`config.mk`:
```
export PLATFORM = sky130hd
export DESIGN_NAME = cnn_layer_accel_awe_rb_monitor
export DESIGN_NICKNAME = d
export VERILOG_FILES = /design/src/rtl/cnn_layer_accel_verif_pkg.sv /design/src/rtl/awe_rb_ce_tracker.sv /design/src/rtl/cnn_layer_accel_awe_rb_monitor.sv
export SDC_FILE = /design/constraint.sdc
export NUM_CORES = 1
export LEC_CHECK = 0
export ABC_CLOCK_PERIOD_IN_PS = 11000
export BUFFER_PORTS_ARGS = -buffer_cell sky130_fd_sc_hd__buf_2
export CAP_MARGIN = 20
export CELL_PAD_IN_SITES_DETAIL_PLACEMENT = 1
export CELL_PAD_IN_SITES_GLOBAL_PLACEMENT = 1
export CORE_MARGIN = 8
export CORE_UTILIZATION = 45
export CTS_BUF_LIST = sky130_fd_sc_hd__clkbuf_8
export DETAILED_ROUTE_END_ITERATION = 10
export HOLD_SLACK_MARGIN = 0.05
export PLACE_DENSITY = 0.93
export SKIP_CTS_REPAIR_TIMING = 1
export SLEW_MARGIN = 20
export SYNTH_ARGS = -nofsm -noshare
export SYNTH_HDL_FRONTEND = slang
export SYNTH_SLANG_ARGS = --single-unit
```
`constraint.sdc`:
```
create_clock -name clk -period 11 [get_ports clk]
set_input_delay 1.65 -clock clk [delete_from_list [all_inputs] [get_ports clk]]
set_output_delay 1.65 -clock clk [all_outputs]
set_load 0.005 [all_outputs]
```
`src/rtl/cnn_layer_accel_verif_pkg.sv`:
```
// +------------------------------------------------------------------+
// | cnn_layer_accel_verif_pkg                                        |
// | Shared error codes, default widths and the pixel pattern helper. |
// | Rev 1.0                                                          |
// +------------------------------------------------------------------+
`default_nettype none

package cnn_layer_accel_verif_pkg;

    localparam int DEF_PIXEL_WIDTH    = 16;
    localparam int DEF_NUM_CE_PER_AWE = 2;
    localparam int DEF_RC_W           = 10;

    typedef enum logic [2:0] {
        ERR_NONE        = 3'd0,
        ERR_ROW         = 3'd1,
        ERR_COL         = 3'd2,
        ERR_CYCLE       = 3'd3,
        ERR_LAST_KERNEL = 3'd4,
        ERR_PIXEL       = 3'd5,
        ERR_OVERRUN     = 3'd6
    } err_code_e;

    function automatic logic [15:0] awe_rb_pattern(input logic [7:0] r, input logic [7:0] c);
        return {r, c};
    endfunction

endpackage

`default_nettype wire

```
`src/rtl/awe_rb_ce_tracker.sv`:
```
// +------------------------------------------------------------------+
// | awe_rb_ce_tracker                                                |
// | Expected-state tracker, compare and beat counter for one CE.     |
// | Pixel compare enabled by AWE_RB_MON_PIXEL_CHECK_EN.              |
// | Rev 1.0                                                          |
// +------------------------------------------------------------------+
`default_nettype none

module awe_rb_ce_tracker
    import cnn_layer_accel_verif_pkg::*;
#(
    parameter int PIXEL_WIDTH    = DEF_PIXEL_WIDTH,
    parameter int NUM_CE_PER_AWE = DEF_NUM_CE_PER_AWE,
    parameter int RC_W           = DEF_RC_W,
    parameter int CYC_W          = 4,
    parameter int START_ROW      = 0
) (
    input  logic                                  clk,
    input  logic                                  rst,
    input  logic                                  cfg_start,
    input  logic [RC_W-1:0]                       out_rows,
    input  logic [RC_W-1:0]                       out_cols,
    input  logic [1:0]                            k_last,
    input  logic [CYC_W-1:0]                      kk_last,
    input  logic [7:0]                            nk_last,
    input  logic                                  in_valid,
    input  logic [RC_W-1:0]                       in_row,
    input  logic [RC_W-1:0]                       in_col,
    input  logic                                  in_last,
    input  logic [CYC_W-1:0]                      in_cyc,
    input  logic [NUM_CE_PER_AWE*PIXEL_WIDTH-1:0] in_data,
    output logic [31:0]                           beat_count,
    output logic                                  err,
    output err_code_e                             err_code,
    output logic                                  finished
);

    localparam logic [RC_W-1:0] START_ROW_V = RC_W'(START_ROW);

    logic              v_q, v_d;
    logic [RC_W-1:0]   row_in_q, row_in_d, col_in_q, col_in_d;
    logic              last_in_q, last_in_d;
    logic [CYC_W-1:0]  cyc_in_q, cyc_in_d;
    logic [RC_W-1:0]   row_q, row_d, col_q, col_d;
    logic [7:0]        kern_q, kern_d;
    logic [CYC_W-1:0]  cyc_q, cyc_d;
    logic [1:0]        wrow_q, wrow_d, wcol_q, wcol_d;
    logic              fin_q, fin_d;
    logic [31:0]       beat_count_q, beat_count_d;
    logic [RC_W:0]     row_sum;
    logic              pix_bad;

`ifdef AWE_RB_MON_PIXEL_CHECK_EN
    logic [NUM_CE_PER_AWE*PIXEL_WIDTH-1:0] data_q;
    logic [7:0] r8, c8;

    always_ff @(posedge clk or posedge rst) begin
        if (rst) data_q <= '0;
        else     data_q <= in_data;
    end

    // Window pixel origin is tracked by wrow/wcol so no division is needed.
    always_comb begin
        pix_bad = 1'b0;
        r8 = row_q[7:0] + {6'b0, wrow_q};
        c8 = col_q[7:0] + {6'b0, wcol_q};
        for (int j = 0; j < NUM_CE_PER_AWE; j++) begin
            if (data_q[j*PIXEL_WIDTH +: PIXEL_WIDTH] !=
                (PIXEL_WIDTH'(awe_rb_pattern(r8, c8)) ^ PIXEL_WIDTH'(j)))
                pix_bad = 1'b1;
        end
    end
`else
    logic unused_data;
    assign unused_data = ^in_data;
    assign pix_bad     = 1'b0;
`endif

    assign row_sum = {1'b0, row_q} + (RC_W+1)'(2);

    always_comb begin
        v_d       = in_valid & ~cfg_start;
        row_in_d  = in_row;
        col_in_d  = in_col;
        last_in_d = in_last;
        cyc_in_d  = in_cyc;
        row_d     = row_q;
        col_d     = col_q;
        kern_d    = kern_q;
        cyc_d     = cyc_q;
        wrow_d    = wrow_q;
        wcol_d    = wcol_q;
        fin_d     = fin_q;
        err       = 1'b0;
        err_code  = ERR_NONE;

        if (cfg_start) begin
            row_d  = START_ROW_V;
            col_d  = '0;
            kern_d = '0;
            cyc_d  = '0;
            wrow_d = '0;
            wcol_d = '0;
            fin_d  = (START_ROW_V >= out_rows) || (out_cols == '0);
        end else if (v_q && fin_q) begin
            err      = 1'b1;
            err_code = ERR_OVERRUN;
        end else if (v_q) begin
            err = 1'b1;
            if      (row_in_q != row_q)                  err_code = ERR_ROW;
            else if (col_in_q != col_q)                  err_code = ERR_COL;
            else if (cyc_in_q != cyc_q)                  err_code = ERR_CYCLE;
            else if (last_in_q != (kern_q == nk_last))   err_code = ERR_LAST_KERNEL;
            else if (pix_bad)                            err_code = ERR_PIXEL;
            else                                         err      = 1'b0;

            // Advance from the expected state; observed values never resync it.
            if (cyc_q == kk_last) begin
                cyc_d  = '0;
                wrow_d = '0;
                wcol_d = '0;
                if (kern_q == nk_last) begin
                    kern_d = '0;
                    if (col_q == out_cols - RC_W'(1)) begin
                        col_d = '0;
                        row_d = row_sum[RC_W-1:0];
                        if (row_sum >= {1'b0, out_rows}) fin_d = 1'b1;
                    end else begin
                        col_d = col_q + RC_W'(1);
                    end
                end else begin
                    kern_d = kern_q + 8'd1;
                end
            end else begin
                cyc_d = cyc_q + CYC_W'(1);
                if (wcol_q == k_last) begin
                    wcol_d = '0;
                    wrow_d = wrow_q + 2'd1;
                end else begin
                    wcol_d = wcol_q + 2'd1;
                end
            end
        end

        // A raw beat is accepted if the tracker will not be finished when it arrives.
        if (cfg_start)               beat_count_d = '0;
        else if (in_valid && !fin_d) beat_count_d = beat_count_q + 32'd1;
        else                         beat_count_d = beat_count_q;
    end

    always_ff @(posedge clk or posedge rst) begin
        if (rst) begin
            v_q          <= 1'b0;
            row_in_q     <= '0;
            col_in_q     <= '0;
            last_in_q    <= 1'b0;
            cyc_in_q     <= '0;
            row_q        <= START_ROW_V;
            col_q        <= '0;
            kern_q       <= '0;
            cyc_q        <= '0;
            wrow_q       <= '0;
            wcol_q       <= '0;
            fin_q        <= 1'b1;
            beat_count_q <= '0;
        end else begin
            v_q          <= v_d;
            row_in_q     <= row_in_d;
            col_in_q     <= col_in_d;
            last_in_q    <= last_in_d;
            cyc_in_q     <= cyc_in_d;
            row_q        <= row_d;
            col_q        <= col_d;
            kern_q       <= kern_d;
            cyc_q        <= cyc_d;
            wrow_q       <= wrow_d;
            wcol_q       <= wcol_d;
            fin_q        <= fin_d;
            beat_count_q <= beat_count_d;
        end
    end

    assign beat_count = beat_count_q;
    assign finished   = fin_q;

endmodule

`default_nettype wire

```
`src/rtl/cnn_layer_accel_awe_rb_monitor.sv`:
```
// +------------------------------------------------------------------+
// | cnn_layer_accel_awe_rb_monitor                                   |
// | Row-buffer output scoreboard for one AWE: two CE trackers, error |
// | arbitration with a one-deep holding register, error counter.     |
// | Optional pixel check: AWE_RB_MON_PIXEL_CHECK_EN.                 |
// | Rev 1.0                                                          |
// +------------------------------------------------------------------+
`default_nettype none

module cnn_layer_accel_awe_rb_monitor
    import cnn_layer_accel_verif_pkg::*;
#(
    parameter int PIXEL_WIDTH    = DEF_PIXEL_WIDTH,
    parameter int NUM_CE_PER_AWE = DEF_NUM_CE_PER_AWE,
    parameter int RC_W           = DEF_RC_W,
    parameter int CYC_W          = 4
) (
    input  logic                                  clk,
    input  logic                                  rst,
    input  logic                                  cfg_start,
    input  logic [RC_W-1:0]                       cfg_num_rows,
    input  logic [RC_W-1:0]                       cfg_num_cols,
    input  logic [7:0]                            cfg_num_kernels,
    input  logic [2:0]                            cfg_kernel_size,
    input  logic [NUM_CE_PER_AWE*PIXEL_WIDTH-1:0] ce0_pixel_dataout,
    input  logic [NUM_CE_PER_AWE*PIXEL_WIDTH-1:0] ce1_pixel_dataout,
    input  logic                                  ce0_pixel_dataout_valid,
    input  logic                                  ce1_pixel_dataout_valid,
    input  logic [RC_W-1:0]                       output_row_ce0,
    input  logic [RC_W-1:0]                       output_row_ce1,
    input  logic [RC_W-1:0]                       output_col_ce0,
    input  logic [RC_W-1:0]                       output_col_ce1,
    input  logic                                  ce0_last_kernel,
    input  logic                                  ce1_last_kernel,
    input  logic [CYC_W-1:0]                      ce0_cycle_counter,
    input  logic [CYC_W-1:0]                      ce1_cycle_counter,
    output logic                                  err_valid,
    output logic                                  err_ce,
    output logic [2:0]                            err_code,
    output logic [15:0]                           error_count,
    output logic [31:0]                           beat_count_ce0,
    output logic [31:0]                           beat_count_ce1,
    output logic                                  done
);

    logic [RC_W-1:0]  rows_q, rows_d, cols_q, cols_d, rows_raw, cols_raw, k_rc;
    logic [1:0]       klast_q, klast_d;
    logic [CYC_W-1:0] kklast_q, kklast_d;
    logic [7:0]       nklast_q, nklast_d;
    logic [5:0]       kk_raw;
    logic             e0, e1, fin0, fin1;
    err_code_e        c0, c1;
    logic             err_valid_q, err_valid_d, err_ce_q, err_ce_d;
    err_code_e        err_code_q, err_code_d, hold_code_q, hold_code_d;
    logic             hold_v_q, hold_v_d, hold_ce_q, hold_ce_d;
    logic [15:0]      error_count_q, error_count_d;
    logic [16:0]      cnt_sum;
    logic             done_q, done_d, started_q, started_d;

    assign k_rc     = RC_W'(cfg_kernel_size);
    assign rows_raw = (cfg_num_rows >= k_rc) ? cfg_num_rows - k_rc + RC_W'(1) : '0;
    assign cols_raw = (cfg_num_cols >= k_rc) ? cfg_num_cols - k_rc + RC_W'(1) : '0;
    assign kk_raw   = {3'b0, cfg_kernel_size} * {3'b0, cfg_kernel_size};

    // Trackers see the new configuration in the cfg_start cycle itself.
    always_comb begin
        rows_d   = cfg_start ? rows_raw : rows_q;
        cols_d   = cfg_start ? cols_raw : cols_q;
        klast_d  = cfg_start ? 2'(cfg_kernel_size - 3'd1) : klast_q;
        kklast_d = cfg_start ? CYC_W'(kk_raw - 6'd1) : kklast_q;
        nklast_d = cfg_start ? cfg_num_kernels - 8'd1 : nklast_q;
    end

    awe_rb_ce_tracker #(
        .PIXEL_WIDTH(PIXEL_WIDTH), .NUM_CE_PER_AWE(NUM_CE_PER_AWE),
        .RC_W(RC_W), .CYC_W(CYC_W), .START_ROW(0)
    ) u_trk_ce0 (
        .clk(clk), .rst(rst), .cfg_start(cfg_start),
        .out_rows(rows_d), .out_cols(cols_d), .k_last(klast_d),
        .kk_last(kklast_d), .nk_last(nklast_d),
        .in_valid(ce0_pixel_dataout_valid), .in_row(output_row_ce0),
        .in_col(output_col_ce0), .in_last(ce0_last_kernel),
        .in_cyc(ce0_cycle_counter), .in_data(ce0_pixel_dataout),
        .beat_count(beat_count_ce0), .err(e0), .err_code(c0), .finished(fin0)
    );

    awe_rb_ce_tracker #(
        .PIXEL_WIDTH(PIXEL_WIDTH), .NUM_CE_PER_AWE(NUM_CE_PER_AWE),
        .RC_W(RC_W), .CYC_W(CYC_W), .START_ROW(1)
    ) u_trk_ce1 (
        .clk(clk), .rst(rst), .cfg_start(cfg_start),
        .out_rows(rows_d), .out_cols(cols_d), .k_last(klast_d),
        .kk_last(kklast_d), .nk_last(nklast_d),
        .in_valid(ce1_pixel_dataout_valid), .in_row(output_row_ce1),
        .in_col(output_col_ce1), .in_last(ce1_last_kernel),
        .in_cyc(ce1_cycle_counter), .in_data(ce1_pixel_dataout),
        .beat_count(beat_count_ce1), .err(e1), .err_code(c1), .finished(fin1)
    );

    assign cnt_sum = {1'b0, error_count_q} + 17'(e0) + 17'(e1);

    always_comb begin
        err_valid_d   = 1'b0;
        err_ce_d      = 1'b0;
        err_code_d    = ERR_NONE;
        hold_v_d      = 1'b0;
        hold_ce_d     = hold_ce_q;
        hold_code_d   = hold_code_q;
        error_count_d = cnt_sum[16] ? 16'hFFFF : cnt_sum[15:0];
        started_d     = started_q | cfg_start;

        // Oldest first: held error, then CE0, then CE1; a third is counted only.
        if (hold_v_q) begin
            err_valid_d = 1'b1;
            err_ce_d    = hold_ce_q;
            err_code_d  = hold_code_q;
            if (e0) begin
                hold_v_d = 1'b1; hold_ce_d = 1'b0; hold_code_d = c0;
            end else if (e1) begin
                hold_v_d = 1'b1; hold_ce_d = 1'b1; hold_code_d = c1;
            end
        end else if (e0) begin
            err_valid_d = 1'b1;
            err_code_d  = c0;
            if (e1) begin
                hold_v_d = 1'b1; hold_ce_d = 1'b1; hold_code_d = c1;
            end
        end else if (e1) begin
            err_valid_d = 1'b1;
            err_ce_d    = 1'b1;
            err_code_d  = c1;
        end

        done_d = started_q & fin0 & fin1 & ~hold_v_d;

        if (cfg_start) begin
            err_valid_d   = 1'b0;
            err_ce_d      = 1'b0;
            err_code_d    = ERR_NONE;
            hold_v_d      = 1'b0;
            error_count_d = '0;
            done_d        = 1'b0;
        end
    end

    always_ff @(posedge clk or posedge rst) begin
        if (rst) begin
            rows_q        <= '0;
            cols_q        <= '0;
            klast_q       <= '0;
            kklast_q      <= '0;
            nklast_q      <= '0;
            err_valid_q   <= 1'b0;
            err_ce_q      <= 1'b0;
            err_code_q    <= ERR_NONE;
            hold_v_q      <= 1'b0;
            hold_ce_q     <= 1'b0;
            hold_code_q   <= ERR_NONE;
            error_count_q <= '0;
            done_q        <= 1'b0;
            started_q     <= 1'b0;
        end else begin
            rows_q        <= rows_d;
            cols_q        <= cols_d;
            klast_q       <= klast_d;
            kklast_q      <= kklast_d;
            nklast_q      <= nklast_d;
            err_valid_q   <= err_valid_d;
            err_ce_q      <= err_ce_d;
            err_code_q    <= err_code_d;
            hold_v_q      <= hold_v_d;
            hold_ce_q     <= hold_ce_d;
            hold_code_q   <= hold_code_d;
            error_count_q <= error_count_d;
            done_q        <= done_d;
            started_q     <= started_d;
        end
    end

    assign err_valid   = err_valid_q;
    assign err_ce      = err_ce_q;
    assign err_code    = err_code_q;
    assign error_count = error_count_q;
    assign done        = done_q;

endmodule

`default_nettype wire

```
# Yosys cells after proc, flatten, opt, wreduce, memory -nomap -nowiden
# Cells that the tools add are included.
[totals] output_inout_bits=86 ff_bits=242 word_cells=232 input_bits=150
[classes] addsub=19 n_mul=1 n_eq_ne=16 magnitude_cmp=6 n_reduce_logical=28 mux=119 bitwise_logic=8
[op_table] cell="two-way mux 10 bit" n=28
[op_table] cell="two-way mux 32 bit" n=4
[op_table] cell="two-way mux 8 bit" n=11
[op_table] cell="two-way mux 3 bit" n=22
[op_table] cell="adder 32 x 1 -> 32 bit (second input constant)" n=2
[op_table] cell="two-way mux 1 bit" n=43
[op_table] cell="adder 10 x 1 -> 10 bit (second input constant)" n=4
[op_table] cell="!= test 10 bit" n=4
[op_table] cell="two-way mux 4 bit" n=9
[op_table] cell="two-way mux 16 bit" n=2
[op_table] cell="adder 10 x 2 -> 11 bit (second input constant)" n=2
[op_table] cell=">= comparator 11 x 10 -> 1 bit" n=2
[op_table] cell="nonzero test 2 bit" n=11
[op_table] cell="equality test 10 bit" n=2
[op_table] cell=">= comparator 1 x 10 -> 1 bit (first input constant)" n=2
[op_table] cell=">= comparator 10 x 3 -> 1 bit" n=2
[op_table] cell="subtractor 10 x 3 -> 10 bit" n=2
[op_table] cell="adder 16 x 1 -> 17 bit" n=1
[op_table] cell="adder 17 x 1 -> 17 bit" n=1
[op_table] cell="adder 8 x 1 -> 8 bit (second input constant)" n=2
[op_table] cell="equality test 8 bit" n=2
[op_table] cell="zero test 10 bit" n=1
[op_table] cell="AND reduction 5 bit" n=2
[op_table] cell="subtractor 10 x 1 -> 10 bit (second input constant)" n=1
[op_table] cell="other kinds (17)" n=35

# Depth between registers and ports, before layout
# Gate-level depths: netlist of run 1.
[logic_depth] word_depth=17 mapped_depth=24 ltp_nobuf=22

# Modules after synthesis
# Synthesis of run 1 repeated with hierarchy kept, for this count alone.
[hier_totals] cells_unflattened=1550 hier_area_um2=14455.1
[by_module_without_submodules] module="awe_rb_ce_tracker at u_trk_ce1" area_per_inst_um2=5393.9 cells_each=575 instances=1 seq_area_each_um2=2279.7
[by_module_without_submodules] module="awe_rb_ce_tracker at u_trk_ce0" area_per_inst_um2=5142.4 cells_each=559 instances=1 seq_area_each_um2=2253.4
[by_module_without_submodules] module="cnn_layer_accel_awe_rb_monitor" area_per_inst_um2=3918.8 cells_each=416 instances=1 seq_area_each_um2=1551.5

# Least setup slack after synthesis of run 1
# No wires, ideal clock.
[synth_path] kind="input to register" startpoint="in cfg_start" endpoint="reg u_trk_ce1.beat_count_q[16], in the netlist u_trk_ce1.beat_count[16]" arrival_ns=5.524 setup_slack_ns=5.356 stages=17 setup_time_ns=0.120 cell_sequence="buf_2 inv_1 clkbuf_1 clkbuf_1 clkbuf_1 clkbuf_1 a22oi_1 ha_1 a21boi_1 xnor3_1 or4_1 nor3_2 nand3_4 o21ai_4 buf_2 nor2_1 a41o_1"
[synth_via] elab_chain_len=12
[synth_lines] item="start, declared" line_no="cnn_layer_accel_awe_rb_monitor.sv:20" source="input logic cfg_start,"
[synth_lines] item="two-way mux 10 bit, on equally long branches" line_no="cnn_layer_accel_awe_rb_monitor.sv:68, cnn_layer_accel_awe_rb_monitor.sv:67"
[synth_lines] item="subtractor 10 x 1 -> 10 bit or >= comparator 11 x 10 -> 1 bit (tied branches)" line_no="awe_rb_ce_tracker.sv:124, awe_rb_ce_tracker.sv:127"
[synth_lines] item="equality test 10 bit or two-way mux 1 bit (tied branches)" line_no="awe_rb_ce_tracker.sv:124, awe_rb_ce_tracker.sv:127"
[synth_lines] item="two-way mux 1 bit" line_no="awe_rb_ce_tracker.sv:124" source="if (col_q == out_cols - RC_W'(1)) begin"
[synth_lines] item="two-way mux 1 bit" line_no="awe_rb_ce_tracker.sv:122" source="if (kern_q == nk_last) begin"
[synth_lines] item="two-way mux 1 bit" line_no="awe_rb_ce_tracker.sv:118" source="if (cyc_q == kk_last) begin"
[synth_lines] item="two-way mux 1 bit" line_no="awe_rb_ce_tracker.sv:108" source="end else if (v_q) begin"
[synth_lines] item="two-way mux 1 bit" line_no="awe_rb_ce_tracker.sv:105" source="end else if (v_q && fin_q) begin"
[synth_lines] item="two-way mux 1 bit" line_no="awe_rb_ce_tracker.sv:97" source="if (cfg_start) begin"
[synth_lines] item="zero test 1 bit" line_no="awe_rb_ce_tracker.sv:147" source="else if (in_valid && !fin_d) beat_count_d = beat_count_q + 32'd1;"
[synth_lines] item="logical AND 1 bit" line_no="awe_rb_ce_tracker.sv:147"
[synth_lines] item="nonzero test 2 bit (no line)"
[synth_lines] item="end signal, assigned" line_no="awe_rb_ce_tracker.sv:179" source="beat_count_q <= beat_count_d;"
[synth_lines] item="end, declared" line_no="awe_rb_ce_tracker.sv:49" source="logic [31:0] beat_count_q, beat_count_d;"
# Parallel ways exist; a longest one is shown, timed or not.
# A chain may end at the register's enable or synchronous reset.

# Final worst setup path of run 1
[layout_path] startpoint="in cfg_kernel_size[0]" endpoint="reg u_trk_ce0.beat_count_q[15], in the netlist u_trk_ce0.beat_count[15]"
[layout_via] elab_chain_len=15
[layout_lines] item="start, declared" line_no="cnn_layer_accel_awe_rb_monitor.sv:24" source="input logic [2:0] cfg_kernel_size,"
[layout_lines] item="subtractor 10 x 3 -> 10 bit, on equally long branches" line_no="cnn_layer_accel_awe_rb_monitor.sv:62, cnn_layer_accel_awe_rb_monitor.sv:61"
[layout_lines] item="adder 10 x 1 -> 10 bit, on equally long branches" line_no="cnn_layer_accel_awe_rb_monitor.sv:62, cnn_layer_accel_awe_rb_monitor.sv:61"
[layout_lines] item="two-way mux 10 bit, on equally long branches" line_no="cnn_layer_accel_awe_rb_monitor.sv:62, cnn_layer_accel_awe_rb_monitor.sv:61"
[layout_lines] item="two-way mux 10 bit, on equally long branches" line_no="cnn_layer_accel_awe_rb_monitor.sv:68, cnn_layer_accel_awe_rb_monitor.sv:67"
[layout_lines] item="subtractor 10 x 1 -> 10 bit or >= comparator 11 x 10 -> 1 bit (tied branches)" line_no="awe_rb_ce_tracker.sv:124, awe_rb_ce_tracker.sv:127"
[layout_lines] item="equality test 10 bit or two-way mux 1 bit (tied branches)" line_no="awe_rb_ce_tracker.sv:124, awe_rb_ce_tracker.sv:127"
[layout_lines] item="two-way mux 1 bit" line_no="awe_rb_ce_tracker.sv:124"
[layout_lines] item="two-way mux 1 bit" line_no="awe_rb_ce_tracker.sv:122"
[layout_lines] item="two-way mux 1 bit" line_no="awe_rb_ce_tracker.sv:118"
[layout_lines] item="two-way mux 1 bit" line_no="awe_rb_ce_tracker.sv:108"
[layout_lines] item="two-way mux 1 bit" line_no="awe_rb_ce_tracker.sv:105"
[layout_lines] item="two-way mux 1 bit *" line_no="awe_rb_ce_tracker.sv:97"
[layout_lines] item="zero test 1 bit *" line_no="awe_rb_ce_tracker.sv:147"
[layout_lines] item="logical AND 1 bit *" line_no="awe_rb_ce_tracker.sv:147"
[layout_lines] item="nonzero test 2 bit (no line) *"
[layout_lines] item="end signal, assigned" line_no="awe_rb_ce_tracker.sv:179"
[layout_lines] item="end, declared" line_no="awe_rb_ce_tracker.sv:49"
# Every way passes the cells marked *; elsewhere a longest branch is shown, timed or not.

==> results.rst, run 1 <==
.. list-table::
   :header-rows: 1

   * - Metric
     - Value
   * - Final setup violation count
     - 0
   * - Placement row count
     - 66
   * - Yosys cell types
     - 99
   * - IR Drop Worst-Case VDD
     - 0.0000891 V
   * - Cell area after technology mapping
     - 14700 sq um
   * - Worst relative slew slack
     - 0.372
   * - Area of the die
     - 38700 sq um
   * - Area Growth Syn to Fin
     - 14.3%
   * - Category of the worst setup path capture point
     - flip-flop
   * - H-Tree Level Count
     - 2
   * - Vias after detailed routing
     - 12900
   * - Wire length on met1
     - 19.3 mm
   * - Number of max-slew violations in the final report
     - 0
   * - Register area share after synthesis
     - 0.411
   * - Setup TNS
     - 0 ps
   * - YS warnings
     - 0
   * - Hold crit path type
     - reg -> reg
   * - Switching power summed over all nets
     - 0.683 mW
   * - Horizontal die dimension
     - 197 microns
   * - Fraction of final layout cells sized beyond drive strength 1
     - 0.169
   * - Number of synthesized flops with an enable pin
     - 0
   * - Proportion of power drawn by the clock network
     - 0.389
   * - Share of the synthesized area in the top cell type
     - 0.405
   * - Initial antenna violation count
     - 15
   * - Combinational fraction of design power
     - 0.174
   * - DRC errors left
     - 0
   * - Hold Path Stages
     - 1
   * - Post-synthesis sequential element count
     - 241
   * - Met3 wire len
     - 2.62 mm
   * - Result of the run
     - completed
   * - Sum of routed wire length over all layers
     - 47.0 mm
   * - Core area
     - 32400 sq um
   * - Total congestion overflow
     - 0
   * - Mean number of vias per cell
     - 5.84
   * - Power density normalized to cell area
     - 133 nW/um^2
   * - Area leader, netlist
     - dfrtp_1
   * - Count of nets left with antenna violations after detail routing
     - 0
   * - Switching Share
     - 0.306
   * - I/O Pins
     - 236
   * - Final worst clock skew
     - 19.4 ps
   * - Hold worst-path end
     - started_q
   * - Clock sink count
     - 241
   * - Final GP Congestion
     - 0.892
   * - Starting density of the core
     - 0.454
   * - Post-synth ARST share
     - 1.00
   * - Most area-consuming cells after synthesis
     - dfrtp_1 (41%), ha_1 (5.8%), xor2_1 (5.1%)
   * - Detail Placement HPWL
     - 33.6 mm
   * - Net count, final
     - 1946
   * - Capture instance of the worst register-to-register path
     - error_count[11]
   * - Sequential share of power
     - 0.437
   * - Internal power
     - 1.55 mW
   * - Post-route core utilization
     - 0.519
   * - Maximum clock path buffer count
     - 3
   * - Required time of the worst setup path
     - 11470 ps
   * - Pre-Repair DR Iteration Count
     - 6
   * - Post-Synthesis Cells
     - 1566
   * - First DRT Iteration DRCs
     - 669
   * - Largest fanout on the critical path
     - 41
   * - PortBufs
     - 171
   * - Final Cycle Share
     - 0.572
   * - Later-pin clock latency in the skew report
     - 600 ps
   * - Highest metal layer with signal wires
     - met5
   * - Arrival time of the worst setup path
     - 6760 ps
   * - Flip-flop cell with the highest count after synthesis
     - dfrtp_1
   * - Final critical delay including setup and external delays
     - 6290 ps
   * - Measured slew at the worst slew-check pin
     - 941 ps
   * - Die Height
     - 197 microns
   * - Worst-case reg-to-reg path depth
     - 14
   * - CP Launch Type
     - input port
   * - Number of max-cap violations
     - 0
   * - Source of the worst hold timing path
     - started_q
   * - Worst reg2reg path startpoint
     - u_trk_ce1.kern_q[6]
   * - Wire length on met2
     - 23.3 mm
   * - Pin count of the biggest net entering global routing
     - 110
   * - Mapped Avg Cell Area
     - 9.38 sq um
   * - Clock Tree Root
     - clkbuf_8
   * - Vias in the first global route
     - 14200
   * - Clock transition at the registers of the reported paths
     - 60 ps
   * - Setup slack of the worst register-to-register path
     - 6590 ps
   * - LEAKAGE
     - 7.76 nW
   * - Syn Nets
     - 1787
   * - Type of the setup path with the least slack
     - in -> reg
   * - Number of hold violations in the final report
     - 0
   * - WL/cell
     - 21.3 microns
   * - Total global routing track utilization
     - 0.241
   * - RSZ-0062 raised after global routing
     - false
   * - Max Clk Rate
     - 0.159 GHz
   * - First-pass GRT wire length
     - 75.6 mm
   * - CTS tree
     - yes
   * - Inserted Clock Buffers
     - 45
[per-layer routing]
| metal | vias up | global-route usage |
|---|---|---|
| li1 | 5909 | - |
| met3 | 134 | 0.0629 |
| met1 | 6454 | 0.282 |
| met4 | 20 | 0.103 |
| met2 | 344 | 0.414 |
| met5 | - | 0 |
[worst max-delay path, cell delays in order]
cell	delay, ps
buf_2	170
ha_1	380
nand2b_1	200
a21oi_2	270
o2111ai_2	330
a31oi_1	420
ha_1	300
o21ai_0	140
a21o_1	240
nor2_1	470
xnor3_1	430
nor2_2	230
nand4_2	310
o21ai_4	530
buf_16	240
nor3_1	90
mux2_1	310
[placed cells by master (no fill, tap or decap), types with 41 or more instances in the layout]
master    instances
xor2_1           85
ha_1             68
or3_1            41
o21ai_0          61
clkbuf_8         54
nand2_1          82
a21oi_1         117
nand3_1          51
inv_1           107
dfrtp_1         238
and3_1           41
xnor2_1          82
buf_2           170
nor2_1          134
[through the flow]
| step | setup slack, ps | std cells | area [sq um] | hold WS [ps] | total power, mW |
|---|---|---|---|---|---|
| final | 4710 | 2203 | 16800 | 478 | 2.23 |
| after global routing | 4390 | 2202 | 16800 | 498 | 2.34 |
| after CTS | 4390 | 2197 | 16800 | 479 | 2.26 |
| after detailed placement | 3730 | 2119 | 15900 | 463 | 1.37 |
| after global placement | 4010 | 2119 | 15900 | 450 | 1.34 |
| after floorplan | 2740 | 1566 | 14700 | 438 | 1.25 |
[power by group through the flow]
| stage | combinational [mW] | sequential (mW) | clock (mW) |
|---|---|---|---|
| floorplan | 0.276 | 0.973 | 0 |
| finish | 0.389 | 0.976 | 0.868 |
| global route | 0.428 | 0.980 | 0.927 |
| detailed placement | 0.380 | 0.990 | 0 |
| global placement | 0.352 | 0.985 | 0 |
| CTS | 0.387 | 0.975 | 0.895 |
[layout make-up]
cell class | instances | area (sq um)
tap | 442 | 553
inverter | 94 | 363
sequential | 241 | 6030
multi-input combinational | 1166 | 8020
antenna | 5 | 12.5
clock buffer | 54 | 743
clock inverter | 24 | 136
fill | 3786 | 15600
timing repair buffer | 177 | 927
[cell families after synthesis]
logic type               count (synthesis)  synth area share
AO/OA/AOI/OAI                          347             0.158
XOR/XNOR                               174             0.110
adder cells (fa/ha/maj)                 71            0.0620
buffers and inverters                  159            0.0430
flip-flops                             241             0.411
multiplexers                            19            0.0136
AND/OR/NAND/NOR                        555             0.202
[worst max path at each step]
stage / from / slack [ps] / depth (start not counted) / endpoint
2_1_floorplan: rst / 2740 / 1 / cols_q[0]
3_3_place_gp: cfg_kernel_size[0] / 4010 / 22 / u_trk_ce0.beat_count[15]
3_5_place_dp: cfg_kernel_size[1] / 3730 / 22 / u_trk_ce0.beat_count[30]
4_1_cts: cfg_kernel_size[1] / 4390 / 22 / u_trk_ce0.beat_count[15]
5_1_grt: cfg_kernel_size[0] / 4390 / 17 / u_trk_ce0.beat_count[15]
6_report: cfg_kernel_size[0] / 4710 / 17 / u_trk_ce0.beat_count[15]
[Yosys cell counts, drive strengths merged (6+ instances only)]
| library cell | number |
|---|---|
| a31oi | 14 |
| nand4 | 37 |
| or3 | 41 |
| nand3 | 52 |
| or4 | 22 |
| a21o | 12 |
| and3 | 41 |
| dfrtp | 238 |
| nor3b | 7 |
| mux2 | 8 |
| inv | 94 |
| o21ai | 69 |
| a41oi | 6 |
| nor2b | 34 |
| o31a | 12 |
| o2111ai | 9 |
| buf | 23 |
| nor2 | 136 |
| and2 | 7 |
| xnor3 | 6 |
| xnor2 | 83 |
| a21oi | 118 |
| nor3 | 35 |
| o211ai | 10 |
| nor4 | 18 |
| clkbuf | 42 |
| nand2 | 82 |
| nand2b | 10 |
| o21a | 15 |
| xor2 | 85 |
| and4 | 7 |
| or2 | 12 |
| ha | 68 |
| o31ai | 21 |
| mux2i | 11 |
| a211oi | 11 |
Power figures use the tool's default switching activity.
==> run 2: changes to the inputs <==
--- a/config.mk
+++ b/config.mk
@@ -5,17 +5,17 @@
 export SDC_FILE = /design/constraint.sdc
 export NUM_CORES = 1
 export LEC_CHECK = 0
-export ABC_CLOCK_PERIOD_IN_PS = 11000
+export ABC_CLOCK_PERIOD_IN_PS = 5700
 export BUFFER_PORTS_ARGS = -buffer_cell sky130_fd_sc_hd__buf_2
 export CAP_MARGIN = 20
 export CELL_PAD_IN_SITES_DETAIL_PLACEMENT = 1
 export CELL_PAD_IN_SITES_GLOBAL_PLACEMENT = 1
 export CORE_MARGIN = 8
-export CORE_UTILIZATION = 45
+export CORE_UTILIZATION = 41
 export CTS_BUF_LIST = sky130_fd_sc_hd__clkbuf_8
 export DETAILED_ROUTE_END_ITERATION = 10
 export HOLD_SLACK_MARGIN = 0.05
-export PLACE_DENSITY = 0.93
+export PLACE_DENSITY = 0.89
 export SKIP_CTS_REPAIR_TIMING = 1
 export SLEW_MARGIN = 20
 export SYNTH_ARGS = -nofsm -noshare
==> constraint.sdc (replaced) <==
create_clock -name clk -period 5.7 [get_ports clk]
set_input_delay 0.855 -clock clk [delete_from_list [all_inputs] [get_ports clk]]
set_output_delay 0.855 -clock clk [all_outputs]
set_load 0.005 [all_outputs]
==> results.rst, run 2 (same netlist as run 1, synthesis figures left out) <==
.. list-table::
   :header-rows: 1

   * - Metric
     - Value
   * - Pin count of the biggest net entering global routing
     - 170
   * - Fraction of final layout cells sized beyond drive strength 1
     - 0.181
   * - Later-pin clock latency in the skew report
     - 570 ps
   * - Placed Instances
     - 2162
   * - Final GP Congestion
     - 0.879
   * - Placement row count
     - 69
   * - IR Drop Worst-Case VDD
     - 0.000177 V
   * - Vias after detailed routing
     - 12900
   * - Count of nets left with antenna violations after detail routing
     - 0
   * - Power density normalized to cell area
     - 253 nW/um^2
   * - Clock transition at the registers of the reported paths
     - 60 ps
   * - WL/cell
     - 20.1 microns
   * - Final standard cell count with taps included and fillers excluded
     - 2241
   * - Required time of the worst setup path
     - 6130 ps
   * - Area of the die
     - 42100 sq um
   * - Number of buffer and inverter instances along the worst setup path
     - 5
   * - Type of the setup path with the least slack
     - in -> reg
   * - DRC errors left
     - 0
   * - Final critical delay including setup and external delays
     - 5110 ps
   * - Total global routing track utilization
     - 0.213
   * - Number of hold violations in the final report
     - 0
   * - Initial antenna violation count
     - 13
   * - Commonest non-fill, non-tap cells in the layout
     - dfrtp_1 (238), buf_2 (170), nor2_1 (134)
   * - Category of the worst setup path capture point
     - flip-flop
   * - Core area
     - 35400 sq um
   * - Detail Placement HPWL
     - 33.3 mm
   * - CTS tree
     - yes
   * - Vias in the first global route
     - 13800
   * - CP Launch Type
     - input port
   * - Number of max-cap violations
     - 0
   * - Multi-input gate area in the final layout
     - 8020 sq um
   * - PortBufs
     - 171
   * - Die Height
     - 205 microns
   * - Inserted Clock Buffers
     - 44
   * - Top Family by Delay on Critical Path
     - compound AO/OA/AOI/OAI gates
   * - Final worst clock skew
     - 32.6 ps
   * - Final-layout fill cell count
     - 4094
   * - Number of max-slew violations in the final report
     - 0
   * - Final Cycle Share
     - 0.896
   * - Clock Tree Root
     - clkbuf_8
   * - RSZ-0062 raised after global routing
     - false
   * - Largest fanout on the critical path
     - 20
   * - Starting density of the core
     - 0.415
   * - Area Growth Syn to Fin
     - 15.6%
   * - Total congestion overflow
     - 0
   * - Setup TNS
     - 0 ps
   * - Mean number of vias per cell
     - 5.75
   * - Clock sink count
     - 241
   * - First-pass GRT wire length
     - 73.5 mm
   * - CP Cell Sequence
     - buf_2, ha_1, inv_1, ha_1, inv_1, fa_1, o21bai_1, a211oi_1, nor4b_1, o21ai_0, a21oi_1, or2_2, inv_1, ha_1, nand3_1, a211o_1, o211ai_1, nand4_1, nand3b_1, o21ai_4, buf_4, mux2i_1, nor2_1
   * - Arrival time of the worst setup path
     - 5530 ps
   * - Worst relative slew slack
     - 0.338
   * - First DRT Iteration DRCs
     - 671
   * - Master of the slowest instance on the critical path
     - fa_1
   * - Storage cell area
     - 6030 sq um
   * - Measured slew at the worst slew-check pin
     - 993 ps
   * - I/O Pins
     - 236
   * - Horizontal die dimension
     - 205 microns
   * - Final setup violation count
     - 0
   * - Largest stage delay on the critical path
     - 390 ps
   * - Net count, final
     - 1968
   * - Hold crit path type
     - in -> async
   * - Post-route core utilization
     - 0.480
   * - Max Clk Rate
     - 0.196 GHz
   * - LEAKAGE
     - 7.84 nW
   * - Maximum clock path buffer count
     - 3
   * - H-Tree Level Count
     - 2
   * - Result of the run
     - completed
   * - Pre-Repair DR Iteration Count
     - 5
   * - Leading cell type in the layout, fill and taps excluded
     - dfrtp_1
   * - Sum of routed wire length over all layers
     - 45.1 mm
[run 2: final cells by class]
class / count / share of cell area
antenna: 3 / 0.000442
clock buffer: 53 / 0.0430
clock inverter: 23 / 0.00855
inverter: 94 / 0.0211
multi-input combinational: 1166 / 0.472
sequential: 241 / 0.355
tap: 461 / 0.0340
timing repair buffer: 200 / 0.0651
[run 2: layer usage]
metal | up-vias | track usage | part of all wire
li1 | 5934 | - | -
met1 | 6517 | 0.265 | 0.43
met2 | 303 | 0.360 | 0.48
met3 | 105 | 0.0534 | 0.056
met4 | 22 | 0.0661 | 0.026
met5 | - | 0 | 0.0029
[run 2: power breakdown]
part	total [mW]	internal [mW]	switching (mW)	leakage, nW
sequential	1.88	1.79	0.0867	3.14
clock	1.66	0.894	0.762	0.496
combinational	0.752	0.305	0.447	4.21
total	4.29	2.99	1.30	7.84
[run 2: final timing paths]
kind                       slack, ps  cells after the start                 from                  endpoint
setup / recovery                 590                     23   cfg_kernel_size[1]   u_trk_ce0.beat_count[1]
hold / removal                   240                      2                  rst  u_trk_ce1.beat_count[12]
setup reg to reg                1360                     15  u_trk_ce1.kern_q[6]            error_count[1]
hold reg to reg                  480                      1            started_q                 started_q
max in group asynchronous       4200                      3                  rst                 cols_q[3]
min in group clk                 380                      1    output_row_ce0[4]     u_trk_ce0.row_in_q[4]
[run 2: per-stage QoR]
stage / cell area, sq um / total power, mW / hold WS (ps) / worst slack (ps)
after floorplan: 14700 / 2.41 / 438 / 851
after global routing: 17000 / 4.50 / 217 / 272
after CTS: 17000 / 4.33 / 204 / 639
final: 17000 / 4.29 / 238 / 594
after global placement: 16100 / 2.60 / 450 / 188
after detailed placement: 16100 / 2.65 / 462 / 46.8
==> run 3: changes to the inputs <==
--- a/config.mk
+++ b/config.mk
@@ -15,7 +15,7 @@
 export CTS_BUF_LIST = sky130_fd_sc_hd__clkbuf_8
 export DETAILED_ROUTE_END_ITERATION = 10
 export HOLD_SLACK_MARGIN = 0.05
-export PLACE_DENSITY = 0.89
+export PLACE_DENSITY_LB_ADDON = 0.1
 export SKIP_CTS_REPAIR_TIMING = 1
 export SLEW_MARGIN = 20
 export SYNTH_ARGS = -nofsm -noshare
==> results.rst, run 3 (same netlist as run 1, synthesis figures left out) <==
.. list-table::
   :header-rows: 1

   * - Metric
     - Value
   * - Result of the run
     - completed
   * - Die Height
     - 205 microns
   * - Pin count of the biggest net entering global routing
     - 133
   * - Inserted Clock Buffers
     - 46
   * - First DRT Iteration DRCs
     - 559
   * - Final-layout fill cell count
     - 4127
   * - Leading cell type in the layout, fill and taps excluded
     - dfrtp_1
   * - Commonest non-fill, non-tap cells in the layout
     - dfrtp_1 (238), buf_2 (170), nor2_1 (134)
   * - Vias after detailed routing
     - 12500
   * - CTS tree
     - yes
   * - Net count, final
     - 1981
   * - Final setup violation count
     - 0
   * - Detail Placement HPWL
     - 32.8 mm
   * - Hold crit path type
     - in -> async
   * - First-pass GRT wire length
     - 72.5 mm
   * - Final critical delay including setup and external delays
     - 4890 ps
   * - CP Launch Type
     - input port
   * - Fraction of final layout cells sized beyond drive strength 1
     - 0.186
   * - WL/cell
     - 19.5 microns
   * - Number of hold violations in the final report
     - 0
   * - Area Growth Syn to Fin
     - 16.7%
   * - Placement row count
     - 69
   * - Standard cell area after detailed placement
     - 16200 sq um
   * - Total global routing track utilization
     - 0.213
   * - Area of the die
     - 42100 sq um
   * - Setup TNS
     - 0 ps
   * - Max Clk Rate
     - 0.204 GHz
   * - I/O Pins
     - 236
   * - Later-pin clock latency in the skew report
     - 630 ps
   * - LEAKAGE
     - 7.95 nW
   * - Largest fanout on the critical path
     - 34
   * - Horizontal die dimension
     - 205 microns
   * - Post-route core utilization
     - 0.484
   * - Number of max-cap violations
     - 0
   * - Initial antenna violation count
     - 13
   * - Sum of routed wire length over all layers
     - 44.2 mm
   * - RSZ-0062 raised after global routing
     - false
   * - PortBufs
     - 171
   * - Arrival time of the worst setup path
     - 5390 ps
   * - Final non-filler cell area
     - 17100 sq um
   * - Measured slew at the worst slew-check pin
     - 856 ps
   * - Number of max-slew violations in the final report
     - 0
   * - Starting density of the core
     - 0.415
   * - Worst relative slew slack
     - 0.424
   * - Count of nets left with antenna violations after detail routing
     - 0
   * - H-Tree Level Count
     - 2
   * - Clock transition at the registers of the reported paths
     - 60 ps
   * - Required time of the worst setup path
     - 6200 ps
   * - Core area
     - 35400 sq um
   * - Total congestion overflow
     - 0
   * - Final worst clock skew
     - 42.0 ps
   * - Clock sink count
     - 241
   * - Mean number of vias per cell
     - 5.53
   * - Power density normalized to cell area
     - 255 nW/um^2
   * - DRC errors left
     - 0
   * - Type of the setup path with the least slack
     - in -> reg
   * - Vias in the first global route
     - 13400
   * - Pre-Repair DR Iteration Count
     - 4
   * - Maximum clock path buffer count
     - 3
   * - IR Drop Worst-Case VDD
     - 0.000194 V
   * - Final Cycle Share
     - 0.858
   * - Final GP Congestion
     - 0.798
   * - Clock Tree Root
     - clkbuf_8
   * - Category of the worst setup path capture point
     - flip-flop
==> run 3: critical path, stage by stage <==
cell and delay, ps:
buf_2 220, inv_1 140, ha_1 200, ha_1 200
inv_1 70, fa_1 200, o21bai_1 90, a211oi_1 370
nor4b_1 120, or3_1 360, a21oi_1 220, or2_2 170
inv_1 60, ha_1 290, nand3_1 110, a211o_1 270
o211ai_1 120, nand4_1 130, nand3b_1 330, o21ai_4 270
buf_12 200, nor3_1 80, mux2_1 310
==> run 3: where the power goes <==
| group | switching [mW] | leakage (nW) | total (mW) | internal, mW |
|---|---|---|---|---|
| Sequential | 0.0846 | 3.14 | 1.88 | 1.79 |
| Clock | 0.797 | 0.555 | 1.74 | 0.948 |
| Combinational | 0.434 | 4.26 | 0.746 | 0.312 |
==> run 3: metrics by stage <==
| step | power (mW) | instances | hold slack [ps] | setup WS (ps) |
|---|---|---|---|---|
| finish | 4.37 | 2260 | 166 | 808 |
| global route | 4.61 | 2259 | 133 | 463 |
| CTS | 4.45 | 2257 | 119 | 855 |
| global placement | 2.63 | 2173 | 453 | 285 |
| detailed placement | 2.66 | 2173 | 461 | 166 |
| floorplan | 2.41 | 1566 | 438 | 851 |
==> run 3: final timing paths <==
| path | start | end | slack, ps | depth (start not counted) |
|---|---|---|---|---|
| hold / removal | rst | u_trk_ce1.beat_count[10] | 170 | 2 |
| hold reg to reg | started_q | started_q | 470 | 1 |
| min in group clk | output_row_ce0[0] | u_trk_ce0.row_in_q[0] | 330 | 1 |
| setup / recovery | cfg_kernel_size[0] | u_trk_ce0.beat_count[15] | 810 | 23 |
| max in group asynchronous | rst | u_trk_ce1.last_in_q | 4510 | 3 |
| setup reg to reg | u_trk_ce1.kern_q[6] | error_count[8] | 1390 | 14 |
==> run 3: per-layer routing <==
layer / global-route usage / wire length (microns) / vias up
met1: 0.273 / 19900 / 6207
met3: 0.0567 / 2350 / 89
li1: - / - / 5975
met5: 0 / 127 / -
met2: 0.349 / 20700 / 212
met4: 0.0664 / 1180 / 20
==> run 3: final cells by class <==
cell class	count	area, sq um	share of cell area
diodes	3	7.51	0.000438
inverters	94	359	0.0209
repair buffers	211	1200	0.0700
clock buffers	60	826	0.0482
multi-input cells	1166	8020	0.468
clock inverters	24	116	0.00679
well taps	461	577	0.0336
flip-flops and latches	241	6030	0.352
